--- config.mk ---
export PLATFORM = sky130hd
export DESIGN_NAME = mem_ctrl
export DESIGN_NICKNAME = d
export VERILOG_FILES = /design/src/rtl/mem_ctrl_pkg.sv /design/src/rtl/mem_ctrl.sv
export SDC_FILE = /design/constraint.sdc
export NUM_CORES = 1
export LEC_CHECK = 0
export CAP_MARGIN = 20
export CORE_UTILIZATION = 45
export DETAILED_ROUTE_END_ITERATION = 10
export GPL_ROUTABILITY_DRIVEN = 0
export PLACE_DENSITY = 0.78
export SYNTH_ARGS = -nofsm -noshare
export SYNTH_HDL_FRONTEND = slang
export SYNTH_SLANG_ARGS = --single-unit
--- constraint.sdc ---
create_clock -name clk_in -period 7.4 [get_ports clk_in]
set_clock_uncertainty 0.05 [all_clocks]
set_input_delay 1.85 -clock clk_in [delete_from_list [all_inputs] [get_ports clk_in]]
set_output_delay 1.85 -clock clk_in [all_outputs]
set_load 0.02 [all_outputs]
--- src/rtl/mem_ctrl_pkg.sv ---
// Shared types and helpers for the byte-wide memory port controller.
package mem_ctrl_pkg;

    typedef enum logic [1:0] {
        StIdle,
        StIfRd,
        StLsRd,
        StLsWr
    } state_e;

    typedef enum logic {
        GrantIf,
        GrantLs
    } grant_e;

    localparam logic [1:0] SIZE_B = 2'd0;
    localparam logic [1:0] SIZE_H = 2'd1;
    localparam logic [1:0] SIZE_W = 2'd2;

    localparam logic [31:0] IO_BASE_DEFAULT = 32'h0003_0000;

    // Number of byte beats for an LS access size; unused encoding behaves as a word.
    function automatic logic [2:0] size_beats(input logic [1:0] size);
        logic [2:0] beats;
        case (size)
            SIZE_B:  beats = 3'd1;
            SIZE_H:  beats = 3'd2;
            default: beats = 3'd4;
        endcase
        return beats;
    endfunction

    // Replace byte lane idx of a little-endian word.
    function automatic logic [31:0] put_byte(input logic [31:0] word, input logic [1:0] idx,
                                             input logic [7:0] b);
        logic [31:0] res;
        res = word;
        res[{idx, 3'b000} +: 8] = b;
        return res;
    endfunction

endpackage

--- src/rtl/mem_ctrl.sv ---
// Arbiter and byte-beat sequencer between IF/LS requesters and the byte-wide RAM/IO bus.
module mem_ctrl
    import mem_ctrl_pkg::*;
#(
    parameter int unsigned           ADDR_WIDTH = 32,
    parameter logic [ADDR_WIDTH-1:0] IO_BASE    = ADDR_WIDTH'(IO_BASE_DEFAULT)
) (
    input  logic                  clk_in,
    input  logic                  rst_in,
    input  logic                  rdy_in,
    input  logic                  clear_in,

    input  logic [7:0]            mem_din,
    output logic [7:0]            mem_dout,
    output logic [ADDR_WIDTH-1:0] mem_a,
    output logic                  mem_wr,
    input  logic                  io_buffer_full,

    input  logic                  if_req,
    input  logic [ADDR_WIDTH-1:0] if_addr,
    output logic                  if_done,
    output logic [31:0]           if_data,

    input  logic                  ls_req,
    input  logic                  ls_wr,
    input  logic [ADDR_WIDTH-1:0] ls_addr,
    input  logic [1:0]            ls_size,
    input  logic [31:0]           ls_wdata,
    output logic                  ls_done,
    output logic [31:0]           ls_rdata
);

    state_e                state_q;
    grant_e                last_q;
    logic [2:0]            cnt_q;
    logic [2:0]            n_q;
    logic [ADDR_WIDTH-1:0] base_q;
    logic [31:0]           wdata_q;
    logic [31:0]           data_q;
    // rd_idx_q/rd_vld_q: which byte lane mem_din carries this cycle (address of last cycle)
    logic [1:0]            rd_idx_q;
    logic                  rd_vld_q;
    logic [ADDR_WIDTH-1:0] mem_a_q;
    logic [7:0]            mem_dout_q;
    logic                  mem_wr_q;
    logic                  if_done_q;
    logic                  ls_done_q;
    logic [31:0]           if_data_q;
    logic [31:0]           ls_rdata_q;

    logic        if_elig;
    logic        ls_elig;
    logic        grant_if;
    logic        grant_ls;
    logic        is_rd;
    logic        base_io;
    logic        ls_io;
    logic [1:0]  a_idx;
    logic [2:0]  wr_cnt;
    logic [31:0] data_cap;

    // Stale requests (done pulsing) and flushed fetches are not eligible.
    assign if_elig  = if_req && !if_done_q && !clear_in;
    assign ls_elig  = ls_req && !ls_done_q;
    assign grant_if = if_elig && (!ls_elig || (last_q == GrantLs));
    assign grant_ls = ls_elig && !grant_if;

    assign is_rd    = (state_q == StIfRd) || (state_q == StLsRd);
    assign base_io  = base_q >= IO_BASE;
    assign ls_io    = ls_addr >= IO_BASE;

    // Byte lane currently on mem_a; once all addresses are issued mem_a parks on the last one.
    assign a_idx    = (cnt_q < n_q) ? cnt_q[1:0] : (n_q[1:0] - 2'd1);
    // A write beat completes on every edge where mem_wr was asserted.
    assign wr_cnt   = cnt_q + {2'b00, mem_wr_q};
    assign data_cap = rd_vld_q ? put_byte(data_q, rd_idx_q, mem_din) : data_q;

    assign mem_a    = mem_a_q;
    assign mem_dout = mem_dout_q;
    assign mem_wr   = mem_wr_q;
    assign if_done  = if_done_q;
    assign if_data  = if_data_q;
    assign ls_done  = ls_done_q;
    assign ls_rdata = ls_rdata_q;

    // Arbitration FSM, beat sequencing and all registered outputs.
    always_ff @(posedge clk_in or negedge rst_in) begin
        if (!rst_in) begin
            state_q    <= StIdle;
            last_q     <= GrantLs;
            cnt_q      <= 3'd0;
            n_q        <= 3'd0;
            base_q     <= '0;
            wdata_q    <= 32'd0;
            data_q     <= 32'd0;
            rd_idx_q   <= 2'd0;
            rd_vld_q   <= 1'b0;
            mem_a_q    <= '0;
            mem_dout_q <= 8'd0;
            mem_wr_q   <= 1'b0;
            if_done_q  <= 1'b0;
            ls_done_q  <= 1'b0;
            if_data_q  <= 32'd0;
            ls_rdata_q <= 32'd0;
        end else begin
            // The RAM keeps answering while frozen, so lane tracking and capture run every edge;
            // the held address keeps the captured lane consistent across a freeze.
            rd_vld_q <= is_rd;
            rd_idx_q <= a_idx;
            if (is_rd) begin
                data_q <= data_cap;
            end

            if (!rdy_in) begin
                // A write beat dropped here is re-issued on resume since cnt did not move.
                mem_wr_q <= 1'b0;
            end else begin
                if_done_q <= 1'b0;
                ls_done_q <= 1'b0;
                unique case (state_q)
                    StIdle: begin
                        if (grant_if) begin
                            state_q  <= StIfRd;
                            last_q   <= GrantIf;
                            base_q   <= if_addr;
                            n_q      <= 3'd4;
                            cnt_q    <= 3'd0;
                            data_q   <= 32'd0;
                            mem_a_q  <= if_addr;
                            mem_wr_q <= 1'b0;
                        end else if (grant_ls) begin
                            last_q   <= GrantLs;
                            base_q   <= ls_addr;
                            n_q      <= size_beats(ls_size);
                            cnt_q    <= 3'd0;
                            wdata_q  <= ls_wdata;
                            data_q   <= 32'd0;
                            mem_a_q  <= ls_addr;
                            if (ls_wr) begin
                                state_q    <= StLsWr;
                                mem_dout_q <= ls_wdata[7:0];
                                mem_wr_q   <= !(ls_io && io_buffer_full);
                            end else begin
                                state_q  <= StLsRd;
                                mem_wr_q <= 1'b0;
                            end
                        end
                    end

                    StIfRd, StLsRd: begin
                        mem_wr_q <= 1'b0;
                        if (cnt_q == n_q) begin
                            // Done wins over a coincident flush; the consumer drops it.
                            state_q <= StIdle;
                            if (state_q == StIfRd) begin
                                if_done_q <= 1'b1;
                                if_data_q <= data_cap;
                            end else begin
                                ls_done_q  <= 1'b1;
                                ls_rdata_q <= data_cap;
                            end
                        end else if ((state_q == StIfRd) && clear_in) begin
                            state_q <= StIdle;
                        end else begin
                            cnt_q <= cnt_q + 3'd1;
                            if ((cnt_q + 3'd1) < n_q) begin
                                mem_a_q <= base_q + ADDR_WIDTH'(cnt_q + 3'd1);
                            end
                        end
                    end

                    StLsWr: begin
                        cnt_q <= wr_cnt;
                        if (wr_cnt == n_q) begin
                            state_q   <= StIdle;
                            mem_wr_q  <= 1'b0;
                            ls_done_q <= 1'b1;
                        end else if (base_io && io_buffer_full) begin
                            mem_wr_q <= 1'b0;
                        end else begin
                            mem_wr_q   <= 1'b1;
                            mem_a_q    <= base_q + ADDR_WIDTH'(wr_cnt);
                            mem_dout_q <= wdata_q[{wr_cnt[1:0], 3'b000} +: 8];
                        end
                    end

                    default: state_q <= StIdle;
                endcase
            end
        end
    end

endmodule

After elaboration in Yosys (flattened, before gate mapping)
Cells that the tools add are included.
{"block": "totals", "in_bits": 114, "word_cells": 132, "latchBits": 0, "ff_bits": 215, "n_memories": 0, "mem_bits_rw": 0, "out_inout_bits": 107, "mem_bits_ro": 0}
{"block": "op_classes", "addsub": 7, "n_eq_ne": 18, "n_bitwise": 2, "mul": 0, "mux": 53, "n_reduce_logical": 29, "order_cmp": 4, "shifts": 3, "div_mod_pow": 0}
{"operator": "two-way mux 32 bit", "count": 13}
{"operator": "one-hot mux 32 bit (3 select lines)", "count": 1}
{"operator": ">= comparator 32 x 18 -> 1 bit, second input constant", "count": 2}
{"operator": "two-way mux 8 bit", "count": 5}
{"operator": "adder 32 x 3 -> 32 bit", "count": 1}
{"operator": "adder 32 x 4 -> 32 bit", "count": 1}
{"operator": "bitwise mux 32 bit", "count": 1}
{"operator": "variable shift 8 x 7 -> 32 bit, first input constant", "count": 1}
{"operator": "indexed part select 32 x 6 -> 8 bit", "count": 1}
{"operator": "indexed part select 8 x 7 -> 32 bit", "count": 1}
{"operator": "AND reduction 4 bit", "count": 5}
{"operator": "two-way mux 3 bit", "count": 6}
{"operator": "inequality test 2 bit, second input constant", "count": 9}
{"operator": "one-hot mux 8 bit (2 select lines)", "count": 1}
{"operator": "two-way mux 1 bit", "count": 15}
{"operator": "AND reduction 7 bit", "count": 2}
{"operator": "two-way mux 2 bit", "count": 6}
{"operator": "one-hot mux 3 bit (3 select lines)", "count": 1}
{"operator": "logical AND 1 bit", "count": 8}
{"operator": "negator 5 -> 7 bit", "count": 1}
{"operator": "== test 3 bit", "count": 2}
{"operator": "zero test 1 bit", "count": 6}
{"operator": "< comparator 3 bit", "count": 2}
{"operator": "inequality test 3 bit, second input constant", "count": 2}
{"operator": "17 further kinds", "count": 23}

Logic depth before layout (Yosys ltp)
{"block": "depth", "word_depth": 11, "ltp_mapped": 10, "ltp_nobuf": 10}

Worst setup path before layout
OpenSTA, ideal clock, no wires.
{"block": "synth_timing", "path_kind": "input to register", "start": "in clear_in", "end": "reg mem_a_q[15], in the netlist mem_a[15]", "stages": 7, "t_required_ns": 7.229, "path_slack_ns": 3.850, "n_path_buf": 2, "arrival_time_ns": 3.379, "setup_ns": 0.121, "path_cell_list": "or3b_1 -> o21ba_1 -> buf_6 -> buf_2 -> mux2i_1 -> a21oi_1 -> a22o_1"}
{"block": "synth_via", "elab_chain_cells": 7, "word_cells_on_any_way": 11, "cone_classes": "2 x eq/ne; 2 x mux; 7 x reduce/logical"}
{"element": "start: declaration", "line_no": "mem_ctrl.sv:11", "rtl": "input logic clear_in,"}
{"element": "zero test 1 bit", "line_no": "mem_ctrl.sv:63", "rtl": "assign if_elig = if_req && !if_done_q && !clear_in;"}
{"element": "logical AND 1 bit", "line_no": "mem_ctrl.sv:63"}
{"element": "logical AND 1 bit", "line_no": "mem_ctrl.sv:65", "rtl": "assign grant_if = if_elig && (!ls_elig || (last_q == GrantLs));"}
{"element": "zero test 1 bit", "line_no": "mem_ctrl.sv:66", "rtl": "assign grant_ls = ls_elig && !grant_if;"}
{"element": "logical AND 1 bit", "line_no": "mem_ctrl.sv:66"}
{"element": "inequality test 3 bit (no source line)"}
{"element": "AND reduction 7 bit (no source line)"}
{"element": "end signal: assignment", "line_no": "mem_ctrl.sv:129", "rtl": "mem_a_q <= if_addr;"}
{"element": "end signal: assignment", "line_no": "mem_ctrl.sv:138", "rtl": "mem_a_q <= ls_addr;"}
{"element": "end signal: assignment", "line_no": "mem_ctrl.sv:167", "rtl": "mem_a_q <= base_q + ADDR_WIDTH'(cnt_q + 3'd1);"}
{"element": "end: declaration", "line_no": "mem_ctrl.sv:43", "rtl": "logic [ADDR_WIDTH-1:0] mem_a_q;"}
Parallel ways exist; a longest one is shown, timed or not.
A chain may end at the register's enable or synchronous reset.

Worst setup path after layout
{"block": "layout_timing", "start": "in clear_in", "end": "reg mem_dout_q[5], in the netlist mem_dout[5]"}
{"block": "layout_via", "elab_chain_cells": 7, "word_cells_on_any_way": 8, "cone_classes": "2 x eq/ne; 6 x reduce/logical"}
{"element": "zero test 1 bit *", "line_no": "mem_ctrl.sv:63"}
{"element": "logical AND 1 bit *", "line_no": "mem_ctrl.sv:63"}
{"element": "logical AND 1 bit *", "line_no": "mem_ctrl.sv:65"}
{"element": "zero test 1 bit", "line_no": "mem_ctrl.sv:66"}
{"element": "logical AND 1 bit", "line_no": "mem_ctrl.sv:66"}
{"element": "inequality test 2 bit (no source line)"}
{"element": "AND reduction 7 bit (no source line) *"}
{"element": "end signal: assignment", "line_no": "mem_ctrl.sv:141", "rtl": "mem_dout_q <= ls_wdata[7:0];"}
{"element": "end signal: assignment", "line_no": "mem_ctrl.sv:183", "rtl": "mem_dout_q <= wdata_q[{wr_cnt[1:0], 3'b000} +: 8];"}
{"element": "end: declaration", "line_no": "mem_ctrl.sv:44", "rtl": "logic [7:0] mem_dout_q;"}
Mark *: on every way between the ends. The rest lies on a longest branch, timed or not.

==> tab_implementation.tex <==
\begin{tabular}{lr}
\hline
Metric & Value \\
\hline
\multicolumn{2}{l}{\textbf{Setup path}} \\
Kind of cell with the highest combined delay on the critical path & buffers and inverters \\
WP data required & 7750 ps \\
Cell type with the highest occurrence count on the critical path & sky130\_fd\_sc\_hd\_\_or3b\_1 \\
Worst r2r dst & mem\_a[29] \\
Crit path arrival time & 4430 ps \\
Critical path endpoint category & flop \\
Worst Path Buf+Inv & 2 \\
Longest individual stage delay on the worst path & approximately 490 ps \\
CP startpoint kind & input port \\
Worst R2R Path Depth & 9 \\
Critical path cell sequence & clkdlybuf4s50\_1 > or3b\_1 > o21ba\_2 > buf\_4 > or3b\_1 > mux2i\_1 > nand3\_2 > mux2\_2 \\
Cell with the largest stage delay on the worst path & sky130\_fd\_sc\_hd\_\_or3b\_1 \\
Worst R2R Start & cnt\_q[0] \\
Biggest fanout along the worst timing path & 36 \\
Flop-to-flop setup slack & between 3000 and 4000 ps \\
Path type of the worst setup path & input port to flop \\
\multicolumn{2}{l}{\textbf{Pwr}} \\
Leakage power of the design & 0.00618 uW \\
Cell internal power dissipation & 3660 uW \\
Logic gate share of total power & 47.1\% \\
Part of the power in registers & 33.9\% \\
Switching share of power & between 40\% and 50\% \\
Power spent charging and discharging nets & 2570 uW \\
PD cells & 434 mW/mm\^{}2 \\
Maximum VDD drop & 0.000232 V \\
Power share of the clock group & between 10\% and 20\% \\
\multicolumn{2}{l}{\textbf{Min path}} \\
Path category of the worst min-delay check & flop to flop \\
Start point of the worst hold path & last\_q \\
Worst hold path cell count & 2 \\
Hold path endpoint & last\_q \\
\multicolumn{2}{l}{\textbf{Clock network}} \\
Number of H-tree levels & 1 \\
Clock tree root driver cell & sky130\_fd\_sc\_hd\_\_clkbuf\_16 \\
Clk sink count & 215 \\
Number of buffers inserted to repair setup after CTS & 0 \\
Clk\_lat worst skew & between 500 and 600 ps \\
Hold buffer count at cts & 0 \\
Clock-pin slew on the worst setup and hold paths & roughly 60 ps \\
Post-CTS Resized & 0 \\
Number of clock buffers inserted by TritonCTS & 23 \\
CTS tree & built \\
Clock Tree Buf Depth & 3 \\
\multicolumn{2}{l}{\textbf{Placement}} \\
DPL Wire Length & 21700 microns \\
Number of I/O port buffers & 220 \\
\multicolumn{2}{l}{\textbf{Detailed routing}} \\
Number of nets still failing antenna checks after routing & 0 \\
Vias & between 9000 and 10000 \\
First-iteration detailed-routing DRC count & 998 \\
First drt pass iteration count & 6 \\
Total Routed Length & 31500 microns \\
Detail-routed via count per cell & 5.81 \\
Average routed wire per standard cell & 18.5 microns \\
Number of DRC violations after detailed routing & 0 \\
\multicolumn{2}{l}{\textbf{Logic synthesis}} \\
Synth cell types & 66 \\
Count of yosys warnings during synthesis & 0 \\
Post-synthesis instance area & 0.0112 sq mm \\
Most frequently used flop master after synthesis & sky130\_fd\_sc\_hd\_\_dfrtp\_1 \\
Post-synthesis async set-or-reset flop share & 100\% \\
Register area share after synthesis & 47.9\% \\
Count of state elements after synthesis & between 200 and 250 \\
Instance count of the mapped netlist & 1194 \\
Number of enable-type register cells in the synthesized netlist & 0 \\
Mean instance size in the synthesized netlist & around 9.4 sq um \\
Post-synth net total & 1335 \\
\multicolumn{2}{l}{\textbf{STA}} \\
Maximum achievable frequency & 245 MHz \\
Number of failing setup endpoints in the final timing report & 0 \\
Remaining max-slew budget at the tightest pin & 35.4\% \\
Hold Fails Final Rpt & 0 \\
Final Cycle Share & 55.2\% \\
RSZ-0062 raised after global routing & no \\
Number of pins with negative max-slew slack in the final report & 0 \\
Min Tclk post-route & 4080 ps \\
Setup TNS & 0 ps \\
Least-Margin Pin Slew & 969 ps \\
\multicolumn{2}{l}{\textbf{Die}} \\
Die Y-Extent & around 160 microns \\
Die Span X & 160 microns \\
Initial core utilization & 46.1\% \\
Die Area & between 0.02 and 0.03 sq mm \\
Boundary Pins & around 220 \\
Core region area & between 0.02 and 0.025 sq mm \\
Number of placement rows & between 50 and 60 \\
\multicolumn{2}{l}{\textbf{GRT}} \\
Vias in the first global route & 9569 \\
Antenna violations before repair & 0 \\
Global-route wire length before repair & 51100 microns \\
Total global routing track utilization & 24.6\% \\
Leftover overflow at the end of global routing & 0 \\
Maximum number of pins on one net before global-route repair & 122 \\
\multicolumn{2}{l}{\textbf{Run status}} \\
Outcome & completed \\
\multicolumn{2}{l}{\textbf{Finish}} \\
Antenna diode instance count & 0 \\
Area added between synthesis and finish & 27.8\% \\
Fraction of final layout cells sized beyond drive strength 1 & $\sim$7.7\% \\
Final net count & around 1500 \\
Fillers & 2088 \\
Final core utilization & 58.9\% \\
\multicolumn{2}{l}{\textbf{Flow run}} \\
Number of maximum-capacitance constraint violations & 0 \\
\hline
\end{tabular}
-- power by group through the flow --
| stage | clock network (uW) | logic [uW] | registers [uW] |
|---|---|---|---|
| 2_1_floorplan | 0 | 1580 | 2300 |
| 3_3_place_gp | 0 | 2840 | 2100 |
| 3_5_place_dp | 0 | 2920 | 2110 |
| 4_1_cts | 1210 | 2930 | 2100 |
| 5_1_grt | 1260 | 3200 | 2180 |
| 6_report | 1190 | 2940 | 2110 |
-- cell type report --
| cell class | instances | area [sq um] | share of cell area [%] |
|---|---|---|---|
| flip-flops and latches | 215 | 5380 | 37.4 |
| clock buffers | 28 | 624 | 4.34 |
| repair buffers | 234 | 2330 | 16.2 |
| clock inverters | 13 | 153 | 1.06 |
| well taps | 324 | 405 | 2.82 |
| inverters | 18 | 67.6 | 0.470 |
| multi-input cells | 871 | 5410 | 37.6 |
-- synth_stat cells, drive strengths merged (4+ instances only) --
cell type	n	area, sq um
o21ai	72	360
and3	8	50.1
a211oi	12	90.1
a21oi	104	521
buf	27	161
mux4	8	180
nor3	25	125
and4	4	35.0
nand4	15	124
o22ai	4	25.0
a22oi	68	510
o31ai	13	97.6
nand2	187	702
a21o	15	113
dfrtp	214	5360
a221o	5	50.1
a31oi	6	37.5
clkbuf	63	240
xor2	16	140
and2	9	56.3
ha	25	313
inv	18	67.6
nor4	13	87.6
mux2i	36	360
nor2b	4	25.0
mux2	23	259
a221oi	6	58.8
nand2b	4	32.5
nand3	25	135
nor2	112	420
a22o	12	105
-- cell usage in the layout (no fill, tap or decap), types with 23 or more instances in the layout --
cell type,Yosys,final
sky130_fd_sc_hd__a21oi_1,104,103
sky130_fd_sc_hd__a22oi_1,68,68
sky130_fd_sc_hd__clkbuf_16,0,23
sky130_fd_sc_hd__clkdlybuf4s50_1,0,219
sky130_fd_sc_hd__dfrtp_1,214,214
sky130_fd_sc_hd__ha_1,25,24
sky130_fd_sc_hd__mux2_2,23,23
sky130_fd_sc_hd__mux2i_1,36,36
sky130_fd_sc_hd__nand2_1,187,187
sky130_fd_sc_hd__nand3_1,23,23
sky130_fd_sc_hd__nor2_1,112,112
sky130_fd_sc_hd__nor3_1,25,24
sky130_fd_sc_hd__o21ai_0,69,69
-- through the flow --
stage | hold slack [ps] | instances | total power, uW | instance area, sq um | setup slack (ps)
2_1_floorplan | 389 | 1194 | 3890 | 11200 | 3850
3_3_place_gp | 398 | 1660 | 4940 | 13600 | 2800
6_report | 415 | 1703 | 6230 | 14400 | 3320
3_5_place_dp | 404 | 1660 | 5030 | 13600 | 2750
5_1_grt | 445 | 1703 | 6630 | 14400 | 3220
4_1_cts | 415 | 1701 | 6250 | 14300 | 3290
-- sequential cells by signal (all words and copies together) (netlist names), 3 cells and up --
register and cells:
base_q 32, wdata_q 32, if_data 32, data_q 32, mem_a 32, mem_dout 8
cnt_q 3, n_q 3, ls_rdata 32
-- metal layers --
metal,up-vias,global-route usage [%],routed length [microns]
li1,4632,-,-
met1,4769,34.4,13500
met2,440,39.1,14700
met3,59,3.40,2260
met4,0,8.35,958
met5,-,0,0
-- worst max path at each step --
stage | from | cells past startpoint | slack [ps] | to
2_1_floorplan | clear_in | 7 | 3850 | mem_a[15]
3_3_place_gp | clear_in | 8 | 2800 | mem_dout[0]
3_5_place_dp | clear_in | 8 | 2750 | mem_dout[0]
4_1_cts | clear_in | 8 | 3290 | mem_dout[5]
5_1_grt | clear_in | 8 | 3220 | mem_dout[2]
6_report | clear_in | 8 | 3320 | mem_dout[5]
-- cells by family (layout without fill, tap and decap cells) --
family	count (synthesis)	after routing	synth area share [%]
AOI/OAI and AO/OA	338	338	19.3
xor gates and xnor gates	18	18	1.40
and+or+nand+nor	421	421	17.0
DFF	215	215	47.9
buffers and inverters	108	293	4.17
muxes	67	67	7.11
adders and majority gates	27	27	3.14
-- worst reg2reg max path: cells and delay by family (launching register included) --
| family | cells | cell delay [ps] |
|---|---|---|
| xor gates and xnor gates | 1 | 180 |
| DFF | 1 | 450 |
| and+or+nand+nor | 1 | 140 |
| adders and majority gates | 3 | 1250 |
| AOI/OAI and AO/OA | 4 | 1510 |
No activity file was read; power rests on OpenSTA's default activity.
